### src/rtl/hex_text_pkg.sv
// Shared font constants, FSM state type and nibble-to-glyph helper
// for the hex word to OSD text converter.
package hex_text_pkg;

   localparam logic [7:0] DEF_CHAR_ZERO  = 8'd16;
   localparam logic [7:0] DEF_CHAR_A     = 8'd33;
   localparam logic [7:0] DEF_CHAR_BLANK = 8'd0;

   typedef enum logic {
      IDLE = 1'b0,
      EMIT = 1'b1
   } state_t;

   function automatic logic [7:0] nibble_to_char(
      input logic [3:0] nibble,
      input logic [7:0] zero_code,
      input logic [7:0] a_code
   );
      if (nibble < 4'd10)
         return zero_code + {4'd0, nibble};
      else
         return a_code + {4'd0, nibble - 4'd10};
   endfunction

endpackage

### src/rtl/hex_nibble_char.sv
// Combinational lookup from one hex nibble to its OSD font character code.
module hex_nibble_char
   import hex_text_pkg::*;
#(
   parameter logic [7:0] CHAR_ZERO = DEF_CHAR_ZERO,
   parameter logic [7:0] CHAR_A    = DEF_CHAR_A
) (
   input  logic [3:0] nibble,
   output logic [7:0] char_code
);

   assign char_code = nibble_to_char(nibble, CHAR_ZERO, CHAR_A);

endmodule

### src/rtl/hex_word_to_text.sv
// Streams the hex digits of a handshaked word as OSD font codes, MSB nibble
// first, with optional per-word leading-zero blanking.
module hex_word_to_text
   import hex_text_pkg::*;
#(
   parameter int         DATA_WIDTH = 16,
   parameter logic [7:0] CHAR_ZERO  = DEF_CHAR_ZERO,
   parameter logic [7:0] CHAR_A     = DEF_CHAR_A,
   parameter logic [7:0] CHAR_BLANK = DEF_CHAR_BLANK
) (
   input  logic                  clk,
   input  logic                  reset,
   input  logic                  in_valid,
   output logic                  in_ready,
   input  logic [DATA_WIDTH-1:0] in_data,
   input  logic                  in_blank,
   output logic                  out_valid,
   input  logic                  out_ready,
   output logic [7:0]            out_char,
   output logic                  out_last
);

   localparam int NIBBLES = (DATA_WIDTH + 3) / 4;
   localparam int WORD_W  = NIBBLES * 4;
   localparam int IDX_W   = (NIBBLES > 1) ? $clog2(NIBBLES) : 1;
   localparam logic [IDX_W-1:0] IDX_LOAD = IDX_W'((NIBBLES > 1) ? NIBBLES - 2 : 0);
   localparam logic SINGLE = (NIBBLES == 1);

   state_t            state_q, state_d;
   logic [WORD_W-1:0] word_q;
   logic [WORD_W-1:0] ext_in;
   logic [IDX_W-1:0]  idx_q;
   logic              blank_q;
   logic              seen_q;

   logic              accept;
   logic              advance;
   logic              last_hs;
   logic [3:0]        cur_nibble;
   logic [3:0]        sel_nibble;
   logic              sel_blank;
   logic              sel_seen;
   logic              sel_last;
   logic              next_seen;
   logic [7:0]        digit_char;
   logic [7:0]        next_char;

   assign ext_in  = WORD_W'(in_data);
   assign accept  = in_valid && in_ready;
   assign last_hs = out_valid && out_last && out_ready;
   assign advance = out_valid && out_ready && !out_last;

   always_ff @(posedge clk or posedge reset) begin
      if (reset)
         state_q <= IDLE;
      else
         state_q <= state_d;
   end

   always_comb begin
      state_d = state_q;
      case (state_q)
         IDLE: if (accept) state_d = EMIT;
         EMIT: if (last_hs) state_d = accept ? EMIT : IDLE;
         default: state_d = IDLE;
      endcase
   end

   // Accepting on the final handshake of the previous word avoids a bubble.
   always_comb begin
      in_ready = !reset && ((state_q == IDLE) || last_hs);
   end

   always_comb begin
      cur_nibble = 4'd0;
      for (int i = 0; i < NIBBLES; i++)
         if (idx_q == IDX_W'(i)) cur_nibble = word_q[i*4 +: 4];
   end

   // A new word feeds its top nibble straight through so the first glyph lands one edge after accept.
   always_comb begin
      if (accept) begin
         sel_nibble = ext_in[WORD_W-1 -: 4];
         sel_blank  = in_blank;
         sel_seen   = 1'b0;
         sel_last   = SINGLE;
      end else begin
         sel_nibble = cur_nibble;
         sel_blank  = blank_q;
         sel_seen   = seen_q;
         sel_last   = (idx_q == '0);
      end
   end

   hex_nibble_char #(
      .CHAR_ZERO (CHAR_ZERO),
      .CHAR_A    (CHAR_A)
   ) u_lookup (
      .nibble    (sel_nibble),
      .char_code (digit_char)
   );

   assign next_seen = sel_seen || (sel_nibble != 4'd0);
   assign next_char = (sel_blank && !next_seen && !sel_last) ? CHAR_BLANK : digit_char;

   always_ff @(posedge clk or posedge reset) begin
      if (reset) begin
         word_q    <= '0;
         idx_q     <= '0;
         blank_q   <= 1'b0;
         seen_q    <= 1'b0;
         out_valid <= 1'b0;
         out_char  <= 8'd0;
         out_last  <= 1'b0;
      end else if (accept) begin
         word_q    <= ext_in;
         blank_q   <= in_blank;
         seen_q    <= next_seen;
         idx_q     <= IDX_LOAD;
         out_valid <= 1'b1;
         out_char  <= next_char;
         out_last  <= sel_last;
      end else if (advance) begin
         seen_q    <= next_seen;
         out_char  <= next_char;
         out_last  <= sel_last;
         if (idx_q != '0)
            idx_q <= idx_q - IDX_W'(1);
      end else if (last_hs) begin
         out_valid <= 1'b0;
         out_last  <= 1'b0;
      end
   end

endmodule

### config.mk
export PLATFORM = sky130hd
export DESIGN_NAME = hex_word_to_text
export DESIGN_NICKNAME = d
export VERILOG_FILES = /design/src/rtl/hex_text_pkg.sv /design/src/rtl/hex_nibble_char.sv /design/src/rtl/hex_word_to_text.sv
export SDC_FILE = /design/constraint.sdc
export NUM_CORES = 1
export LEC_CHECK = 0
export ABC_AREA = 1
export BUFFER_PORTS_ARGS = -buffer_cell sky130_fd_sc_hd__buf_2
export CAP_MARGIN = 20
export CORE_MARGIN = 5
export CORE_UTILIZATION = 35
export DETAILED_ROUTE_END_ITERATION = 8
export GPL_TIMING_DRIVEN = 0
export PLACE_DENSITY_LB_ADDON = 0.12
export SYNTH_ARGS = -nofsm -noshare
export SYNTH_HDL_FRONTEND = slang
export SYNTH_SLANG_ARGS = --single-unit
### constraint.sdc
create_clock -name clk -period 1.8 [get_ports clk]
set_input_delay 0.27 -clock clk [delete_from_list [all_inputs] [get_ports clk]]
set_output_delay 0.27 -clock clk [all_outputs]
set_load 0.05 [all_outputs]
Word level (Yosys, flattened, before mapping)
Index checks and enable logic that the tools add are counted.
Operators by class
  add/subtract/negate cells: 4
  order comparisons: 1
  eq/ne operators: 4
  muxes and demuxes: 25
  bitwise operators: 1
  reduce and logical (&&, ||, !) cells: 23
Operators by type and width (number)
  8-bit 2-to-1 mux: 4
  4-bit 2-to-1 mux: 5
  1-bit 2-to-1 mux: 12
  1-bit logical AND: 8
  2-bit nonzero test: 4
  6-bit by 4-bit adder with 7-bit output (first input constant): 1
  5-bit by 4-bit adder with 6-bit output (first input constant): 1
  2-bit 2-to-1 mux: 3
  2-bit equality test (second input constant): 2
  1-bit zero test: 4
  4-bit < comparator (second input constant): 1
  2-bit AND reduction: 2
  4-bit nonzero test: 1
  4-bit subtractor (second input constant): 1
  3-bit nonzero test: 1
  2-bit by 1-bit equality test with 1-bit output (second input constant): 1
  2-bit zero test: 1
  1-bit logical OR: 2
  2-bit inequality test (second input constant): 1
  1-bit one-hot mux with 2 select lines: 1
  2-bit by 1-bit subtractor with 2-bit output (second input constant): 1
  1-bit NOT: 1
Word-level totals
  register bits after elaboration: 31
  bits of input ports: 21
  output and inout bits: 11
  word-level logic and storage cells: 66

Longest topological paths before layout
Gate-level depths: netlist (run 1).
  word-level depth: 14
  gate-level depth with buffers: 15
  mapped depth without buffers: 15

Cells and area by module
Synthesis (run 1) repeated with hierarchy kept, for this count alone.
Second synthesis, totals
  cells, all modules: 237
  area total of the unflattened synthesis: 1756.7 um^2
By module, submodules not included
  hex_word_to_text: times used 1, cells an instance 206, area each 1601.5 um^2, seq. area each 775.7 um^2
  hex_nibble_char: times used 1, cells an instance 31, area each 155.1 um^2, seq. area each 0.0 um^2

Least setup slack after synthesis (run 1)
No wires, ideal clock.
  path type: input to register
  from: in reset
  to: reg out_char[0]
  library setup time: 0.118 ns
  data arrival time: 2.091 ns
  data required time: 1.682 ns
  slack: -0.409 ns
  cell stages on the path: 12
  path buffers: 1
  cell sequence: inv_1 > nand3_4 > buf_6 > nand3_1 > nand2_2 > inv_1 > ha_1 > nand3_1 > o21ai_1 > nand2_2 > nand2_1 > nand2_1
On the way
  longest elaborated chain between the ends: 12
  elaborated cells on any way between the ends: 22
  classes of those cells: 3 x add/sub; 1 x order compare; 8 x mux; 10 x reduce/logical
RTL lines
  start: declaration: line hex_word_to_text.sv:12  | input logic reset,
  1-bit zero test (no line) *
  1-bit logical AND *: line hex_word_to_text.sv:71  | in_ready = !reset && ((state_q == IDLE) || last_hs);
  1-bit logical AND *: line hex_word_to_text.sv:49  | assign accept = in_valid && in_ready;
  parallel branches: the longest is 9 deep, another holds 6-bit by 4-bit adder with 7-bit output
  end signal: assignment: line hex_word_to_text.sv:121  | out_char <= next_char;
  end signal: assignment: line hex_word_to_text.sv:125  | out_char <= next_char;
  end: declaration: line hex_word_to_text.sv:19  | output logic [7:0] out_char,
Every way passes the cells marked *. The select of a mux whose other input is x is not followed.
A chain may end at the register's enable or synchronous reset.

Worst setup path in the final report (run 1)
  from: reg idx_q[1]
  to: reg out_char[4]
On the way
  longest elaborated chain between the ends: 14
  elaborated cells on any way between the ends: 24
  classes of those cells: 3 x add/sub; 1 x order compare; 3 x eq/ne; 10 x mux; 7 x reduce/logical
RTL lines
  start: declaration: line hex_word_to_text.sv:32  | logic [IDX_W-1:0] idx_q;
  start signal: assignment: line hex_word_to_text.sv:128  | idx_q <= idx_q - IDX_W'(1);
  parallel branches: the longest is 11 deep, another holds 6-bit by 4-bit adder with 7-bit output
  8-bit 2-to-1 mux *: line hex_word_to_text.sv:104  | assign next_char = (sel_blank && !next_seen && !sel_last) ? CHAR_BLANK : digit_char;
  8-bit 2-to-1 mux: line hex_word_to_text.sv:123  | end else if (advance) begin
  8-bit 2-to-1 mux *: line hex_word_to_text.sv:115  | end else if (accept) begin
Marks and branches as above.

==> results.rst, run 1 <==
.. list-table::
   :header-rows: 1

   * - Metric
     - Value
   * - Status
     - finished, violations left
   * - Violations in the final reports
     - negative setup slack
   * - Aggregate global-route resource usage
     - 0.1271
   * - Initial antenna violation count
     - 0
   * - Clock-pin slew on the worst setup and hold paths
     - 60 ps
   * - Die width
     - 76.93 um
   * - Half-perimeter wire length after detailed placement
     - 2520 um
   * - CP Depth
     - 14
   * - CTS tree
     - done
   * - Rows
     - 24
   * - Critical Path Slowest Stage Cell
     - sky130_fd_sc_hd__dfrtp_2
   * - Per-cell routed wire length
     - 11.95 um
   * - Share of the synthesized area in the top cell type
     - 0.4629
   * - Vias post-DR
     - 1327
   * - Synthesized area per cell
     - 7.918 um^2
   * - Depth of the worst register-to-register path
     - 14
   * - Starting Density
     - 0.3601
   * - Type of the setup path with the least slack
     - flip-flop to flip-flop
   * - Cell accounting for the most synthesized area
     - sky130_fd_sc_hd__dfrtp_1
   * - PD cells
     - 2094 nW/um^2
   * - Cell Chain, Critical Path
     - inv_4 -> ha_4 -> inv_4 -> o211ai_1 -> nand2_1 -> nand3_2 -> nand2_4 -> inv_4 -> ha_4 -> nand3_2 -> o21ai_2 -> nand2_2 -> nand2_1 -> nand2_1
   * - Post-CTS Hold Fix Bufs
     - 0
   * - Number of buffers created by CTS
     - 5
   * - Number of detailed-routing iterations run before antenna repair
     - 4
   * - Peak supply drop
     - 0.6666 mV
   * - Headroom to the max-slew limit
     - 0.5485
   * - Dominant cells by area after synthesis
     - sky130_fd_sc_hd__dfrtp_1 46%, sky130_fd_sc_hd__nand2_1 21%, sky130_fd_sc_hd__ha_1 5.6%
   * - Post-synthesis cell type count
     - 26
   * - Worst Path Arrival
     - 2070 ps
   * - Total clock sinks
     - 29
   * - Max-slew violation total from the final report
     - 0
   * - Critical path buffers and inverters
     - 3
   * - Die ar.
     - 5917 um^2
   * - Area added between synthesis and finish
     - 32.40%
   * - Number of standard cells in the layout, taps in and fillers out
     - 297
   * - Capturing element type of the critical path
     - flip-flop
   * - Ratio of cells with drive above 1 in the final layout
     - 0.3837
   * - Synth warn
     - 0
   * - Wire length of the first global-routing pass
     - 6141 um
   * - Maximum buffer depth of the clock tree
     - 2
   * - Number of primary I/O pins
     - 32
   * - Synth Register Bits
     - 29
   * - # port buffers
     - 29
   * - Die boundary height
     - 76.93 um
   * - Fin crit period
     - 1891 ps
   * - Setup-failing EPs final
     - 4
   * - Count of antenna-violating nets left after detailed routing
     - 0
   * - Residual DRC
     - 0
   * - Combined flip-flop and latch cell area
     - 729.5 um^2
   * - Drt initial violations
     - 86
   * - CTS H-Tree Depth
     - 2
   * - Area used by multi-input combinational logic
     - 839.6 um^2
   * - Number of cells after detailed placement
     - 280
   * - Worst Setup Start Kind
     - flip-flop
   * - Total routed wirelength
     - 3549 um
   * - CP top delay family
     - simple AND/OR/NAND/NOR gates
   * - Routability-driven placement congestion ratio
     - 0.7159
   * - Core outline area
     - 4354 um^2
   * - Maximum clock rate
     - 528.8 MHz
   * - Clock tree skew after final layout
     - 2.925 ps
   * - Final Worst Setup Slack
     - -90.96 ps
   * - Number of antenna repair diodes
     - 0
   * - Total overflow reported by the global router
     - 0
   * - Fill cell instance count of the final layout
     - 431
   * - Vias/cell
     - 4.468
   * - Max-cap violation count
     - 0
   * - Transition time at the pin with the least slew margin
     - 673.5 ps
   * - Worst slack, placed
     - -683.0 ps
   * - Total leakage power
     - 1.096 nW
   * - Area of the mapped netlist
     - 1568 um^2
   * - Final worst-path cycle share
     - 1.051
   * - Number of nets in the finished design
     - 272
   * - Min-delay worst type
     - input pin to async pin
   * - Largest net degree at the start of global routing
     - 16
   * - Clock insertion delay at the later pin of the skew report
     - 280 ps
   * - Number of global-route vias before repair
     - 1358
   * - Unrepaired setup endpoints after global routing
     - true
   * - CTS root buf
     - sky130_fd_sc_hd__clkbuf_8
   * - Max FO, Critical Path
     - 6
   * - Worst endpoint required time
     - 1980 ps
   * - Proportion of synthesized chip area in sequential cells
     - 0.4629
   * - Final-report hold violation count
     - 0
   * - CP peak stage delay
     - 460 ps
   * - Synthesized instance count
     - 198
==> flip-flops by register name, summed over array words and instances (netlist names) <==
register and flops:
state_q 1, out_char 6, blank_q 1, word_q 16
out_last 1, out_valid 1, idx_q 2, seen_q 1
==> metrics by stage <==
stage | instance area (um^2) | hold WS, ps | power, mW | setup TNS [ps] | util
6_report | 2076 | 2.612 | 4.347 | -350.5 | 0.4767
5_1_grt | 2076 | 31.36 | 4.749 | -1156 | 0.4767
4_1_cts | 2041 | 8.432 | 4.266 | -346.3 | 0.4687
3_5_place_dp | 1837 | 415.3 | 3.351 | -9664 | 0.4218
3_3_place_gp | 1837 | 419.5 | 3.326 | -10090 | 0.4218
2_1_floorplan | 1627 | 195.4 | 2.899 | -480.0 | -
==> cells by family after synthesis <==
kind of cell / count (synthesis) / share of synthesized area
flops: 29 / 0.4629
simple gates: 117 / 0.3344
buf+inv: 25 / 0.07502
compound gates: 18 / 0.06384
fa+ha+maj: 7 / 0.05586
xor+xnor: 1 / 0.005588
other cells: 1 / 0.002392
==> power by group <==
part           total [mW]  switching [mW]  internal [mW]
Clock               0.563           0.252          0.311
Combinational        2.65            1.60           1.05
Sequential           1.13           0.169          0.962
Total                4.35            2.02           2.32
==> cell usage in the layout, fill, tap and decap left out, drive strengths merged <==
master	n
nand2	97
dfrtp	29
a21oi	5
ha	7
buf	43
xor2	1
o21ai	9
a32oi	1
clkbuf	9
nand3b	1
o211ai	2
clkinvlp	2
nand3	15
a31oi	1
conb	2
nor2	3
or2	1
inv	17
==> final timing paths <==
path / startpoint / end / slack [ps]
min in group clk: in_data[4] / word_q[4] / 180
worst max register to register: idx_q[1] / out_char[4] / -90
worst min register to register: word_q[10] / word_q[10] / 480
worst max-delay path: idx_q[1] / out_char[4] / -90
max in group asynchronous: reset / out_valid / 1340
worst min-delay path: reset / word_q[13] / 3
==> timing repair <==
action                                  CTS  global route
setup buffers                             7             2
resized for setup                        17             7
gates cloned                              1             0
endpoints found under the setup margin   19             7
pin swaps                                17            19
==> area by class of cell <==
cell class | count | area share
Buffer | 6 | 0.02230
Tap cell | 52 | 0.03134
Clock buffer | 8 | 0.04340
Sequential cell | 29 | 0.3514
Timing Repair Buffer | 38 | 0.1043
Multi-Input combinational cell | 145 | 0.4045
Timing Repair inverter | 1 | 0.002411
Inverter | 18 | 0.04039
==> cell usage after synthesis (all sizes together) <==
master,count
xor2,1
buf,5
a32oi,1
dfrtp,29
o211ai,2
conb,1
nand3,15
a31oi,1
o21ai,9
ha,7
clkbuf,2
nand3b,1
a21oi,5
or2,1
nand2,97
inv,18
nor2,3
==> metal layers <==
layer / GRT usage / vias up / part of all wire / wire [um]
met3: 0.03864 / 6 / 0.060 / 214
met1: 0.1762 / 585 / 0.51 / 1826
met5: 0 / - / 0 / 0
met2: 0.1876 / 29 / 0.41 / 1457
met4: 0.04196 / 0 / 0.014 / 51
li1: - / 707 / - / -
(Power assumes the default switching activity.)
==> inputs of run 2 (changes only) <==
==> constraint.sdc (replaced) <==
create_clock -name clk -period 2 [get_ports clk]
set_input_delay 0.3 -clock clk [delete_from_list [all_inputs] [get_ports clk]]
set_output_delay 0.3 -clock clk [all_outputs]
set_load 0.05 [all_outputs]
==> results.rst, run 2 (same netlist as run 1, synthesis figures left out) <==
.. list-table::
   :header-rows: 1

   * - Metric
     - Value
   * - Die boundary height
     - 76.93 um (unchanged)
   * - Wire length of the first global-routing pass
     - 5892 um (was 6141 um)
   * - Total routed wirelength
     - 3522 um (was 3549 um)
   * - Half-perimeter wire length after detailed placement
     - 2470 um (was 2520 um)
   * - Worst Setup Start Kind
     - flip-flop (unchanged)
   * - Status
     - finished clean (was finished, violations left)
   * - Min-delay worst type
     - input pin to async pin (unchanged)
   * - CP top delay family
     - simple AND/OR/NAND/NOR gates (unchanged)
   * - Capturing element type of the critical path
     - flip-flop (unchanged)
   * - Drt initial violations
     - 54 (was 86)
   * - Peak supply drop
     - 0.6012 mV (was 0.6666 mV)
   * - Vias/cell
     - 4.520 (was 4.468)
   * - Transition time at the pin with the least slew margin
     - 745.6 ps (was 673.5 ps)
   * - Critical path buffers and inverters
     - 3 (unchanged)
   * - Worst Path Arrival
     - 2120 ps (was 2070 ps)
   * - Count of antenna-violating nets left after detailed routing
     - 0 (unchanged)
   * - Fin crit period
     - 1943 ps (was 1891 ps)
   * - Die ar.
     - 5917 um^2 (unchanged)
   * - Reg2reg setup slack
     - 60 ps (was -90 ps)
   * - Final-report hold violation count
     - 0 (unchanged)
   * - Rows
     - 24 (unchanged)
   * - Worst endpoint required time
     - 2170 ps (was 1980 ps)
   * - CTS H-Tree Depth
     - 2 (unchanged)
   * - Residual DRC
     - 0 (unchanged)
   * - CTS root buf
     - sky130_fd_sc_hd__clkbuf_8 (unchanged)
   * - Register ranked first by flip-flop count
     - word_q (unchanged)
   * - Fill cell instance count of the final layout
     - 448 (was 431)
   * - Number of antenna repair diodes
     - 0 (unchanged)
   * - Total overflow reported by the global router
     - 0 (unchanged)
   * - Worst path most repeated cell
     - sky130_fd_sc_hd__nand2_1
   * - Initial antenna violation count
     - 0 (unchanged)
   * - Share of the core filled with cells
     - 0.4718 (was 0.4767)
   * - Clock insertion delay at the later pin of the skew report
     - 280 ps (about the same)
   * - Max-slew violation total from the final report
     - 0 (unchanged)
   * - Highest-count cells in the layout ignoring fill and taps
     - 81 x sky130_fd_sc_hd__nand2_1, 30 x sky130_fd_sc_hd__buf_2, 26 x sky130_fd_sc_hd__dfrtp_1 (was 78 x sky130_fd_sc_hd__nand2_1, 30 x sky130_fd_sc_hd__buf_2, 26 x sky130_fd_sc_hd__dfrtp_1)
   * - Number of buffers created by CTS
     - 5 (unchanged)
   * - Area added between synthesis and finish
     - 31.05% (was 32.40%)
   * - Clock tree skew after final layout
     - 6.755 ps (was 2.925 ps)
   * - Number of detailed-routing iterations run before antenna repair
     - 4 (unchanged)
   * - Ratio of cells with drive above 1 in the final layout
     - 0.3719 (was 0.3837)
   * - Vias post-DR
     - 1329 (was 1327)
   * - CP peak stage delay
     - 420 ps (was 460 ps)
   * - Headroom to the max-slew limit
     - 0.5002 (was 0.5485)
   * - Routability-driven placement congestion ratio
     - 0.7565 (was 0.7159)
   * - Maximum buffer depth of the clock tree
     - 2 (unchanged)
   * - Setup-failing EPs final
     - 0 (was 4)
   * - Aggregate global-route resource usage
     - 0.1210 (was 0.1271)
   * - Starting Density
     - 0.3601 (unchanged)
   * - Number of primary I/O pins
     - 32 (unchanged)
   * - Total leakage power
     - 1.092 nW (was 1.096 nW)
   * - # port buffers
     - 29 (unchanged)
   * - Final worst-path cycle share
     - 0.9713 (was 1.051)
   * - Clock-pin slew on the worst setup and hold paths
     - 70 ps (was 60 ps)
   * - Number of nets in the finished design
     - 269 (was 272)
   * - Maximum clock rate
     - 514.7 MHz (was 528.8 MHz)
   * - Max-cap violation count
     - 0 (unchanged)
   * - Type of the setup path with the least slack
     - flip-flop to flip-flop (unchanged)
   * - Tightest hold margin
     - 90.17 ps (was 2.612 ps)
   * - Per-cell routed wire length
     - 11.98 um (was 11.95 um)
   * - Unrepaired setup endpoints after global routing
     - true (unchanged)
   * - Flip-flop count of the largest register, all copies and words added
     - 16 (unchanged)
   * - CTS tree
     - done (unchanged)
   * - Critical Path Slowest Stage Cell
     - sky130_fd_sc_hd__dfrtp_1 (was sky130_fd_sc_hd__dfrtp_2)
   * - Die width
     - 76.93 um (unchanged)
   * - Cell Chain, Critical Path
     - buf_6 -> ha_4 -> inv_4 -> nand2_2 -> o211ai_1 -> nand2_1 -> nand3_2 -> nand2_4 -> inv_4 -> ha_4 -> nand3_2 -> o21ai_2 -> nand2_2 -> nand2_1 -> nand2_1 (was inv_4 -> ha_4 -> inv_4 -> o211ai_1 -> nand2_1 -> nand3_2 -> nand2_4 -> inv_4 -> ha_4 -> nand3_2 -> o21ai_2 -> nand2_2 -> nand2_1 -> nand2_1)
   * - Number of global-route vias before repair
     - 1312 (was 1358)
   * - Max FO, Critical Path
     - 6 (unchanged)
   * - Largest net degree at the start of global routing
     - 16 (unchanged)
   * - PD cells
     - 1855 nW/um^2 (was 2094 nW/um^2)
   * - Biggest registers after layout
     - word_q x16, out_char x6, idx_q x2 (unchanged)
   * - Leading cell type in the layout, fill and taps excluded
     - sky130_fd_sc_hd__nand2_1 (unchanged)
   * - Total clock sinks
     - 29 (unchanged)
   * - Core outline area
     - 4354 um^2 (unchanged)
[run 2: changes by cell type in the layout (fill, tap and decap cells not counted)]
cell,change
sky130_fd_sc_hd__clkinv_2,+1
sky130_fd_sc_hd__inv_4,-1
sky130_fd_sc_hd__nand2_1,+3
sky130_fd_sc_hd__clkbuf_1,-2
sky130_fd_sc_hd__clkbuf_8,+1
sky130_fd_sc_hd__inv_2,+1
sky130_fd_sc_hd__nand2_2,-3
sky130_fd_sc_hd__buf_4,-3
[run 2: path summary, 6_finish.rpt]
check	start	endpoint	depth (start not counted)
setup / recovery	idx_q[0]	out_char[4]	15
hold / removal	reset	word_q[2]	3
setup reg to reg	idx_q[0]	out_char[4]	15
hold reg to reg	out_char[2]	out_char[2]	2
max in group asynchronous	reset	idx_q[1]	2
min in group clk	in_data[8]	word_q[8]	3
[run 2: layout make-up]
cell class	instances	area, um^2	share of cell area
multi-input cells	145	832.0	0.4050
flip-flops and latches	29	729.5	0.3551
repair buffers	35	193.9	0.09440
clock buffers	7	96.34	0.04689
inverters	18	81.33	0.03959
well taps	52	65.06	0.03167
plain buffers	6	46.29	0.02253
clock inverters	1	5.005	0.002436
repair inverters	1	5.005	0.002436
[run 2: per-stage QoR]
stage | setup TNS (ps) | area (um^2) | total power [mW] | cells | setup WS, ps
2_1_floorplan | 0 | 1578 | 2.477 | 199 | 1.892
3_3_place_gp | -5702 | 1788 | 2.854 | 280 | -584.0
3_5_place_dp | -5869 | 1788 | 2.868 | 280 | -558.8
4_1_cts | 0 | 1932 | 3.509 | 289 | 20.33
5_1_grt | -270.4 | 2054 | 4.158 | 294 | -84.76
6_report | 0 | 2054 | 3.811 | 294 | 57.30
[run 2: report_power, final]
group | internal [mW] | switching, mW
Sequential | 0.865 | 0.150
Clock | 0.311 | 0.226
Combinational | 0.841 | 1.42
Total | 2.02 | 1.79
[run 2: repair_timing]
| action | CTS | global route |
|---|---|---|
| pin swaps | 1 | 16 |
| hold buffers | 0 | 0 |
| endpoints found under the setup margin | 5 | 4 |
| cloned | 1 | 0 |
| buffers inserted | 1 | 5 |
| resized for setup | 10 | 21 |
[run 2: worst reg2reg max path, cell delays in order, from the launching register on]
cell	delay, ps
sky130_fd_sc_hd__dfrtp_1	420
sky130_fd_sc_hd__buf_6	140
sky130_fd_sc_hd__ha_4	160
sky130_fd_sc_hd__inv_4	70
sky130_fd_sc_hd__nand2_2	50
sky130_fd_sc_hd__o211ai_1	70
sky130_fd_sc_hd__nand2_1	100
sky130_fd_sc_hd__nand3_2	90
sky130_fd_sc_hd__nand2_4	80
sky130_fd_sc_hd__inv_4	70
sky130_fd_sc_hd__ha_4	120
sky130_fd_sc_hd__nand3_2	80
sky130_fd_sc_hd__o21ai_2	170
sky130_fd_sc_hd__nand2_2	100
sky130_fd_sc_hd__nand2_1	80
sky130_fd_sc_hd__nand2_1	50
[run 2: per-layer routing]
metal | up-vias | track usage | wire length, um
met3 | 4 | 0.03396 | 171
met5 | - | 0 | 0
met4 | 0 | 0.03671 | 27
li1 | 701 | - | -
met1 | 595 | 0.1735 | 1813
met2 | 29 | 0.1757 | 1509
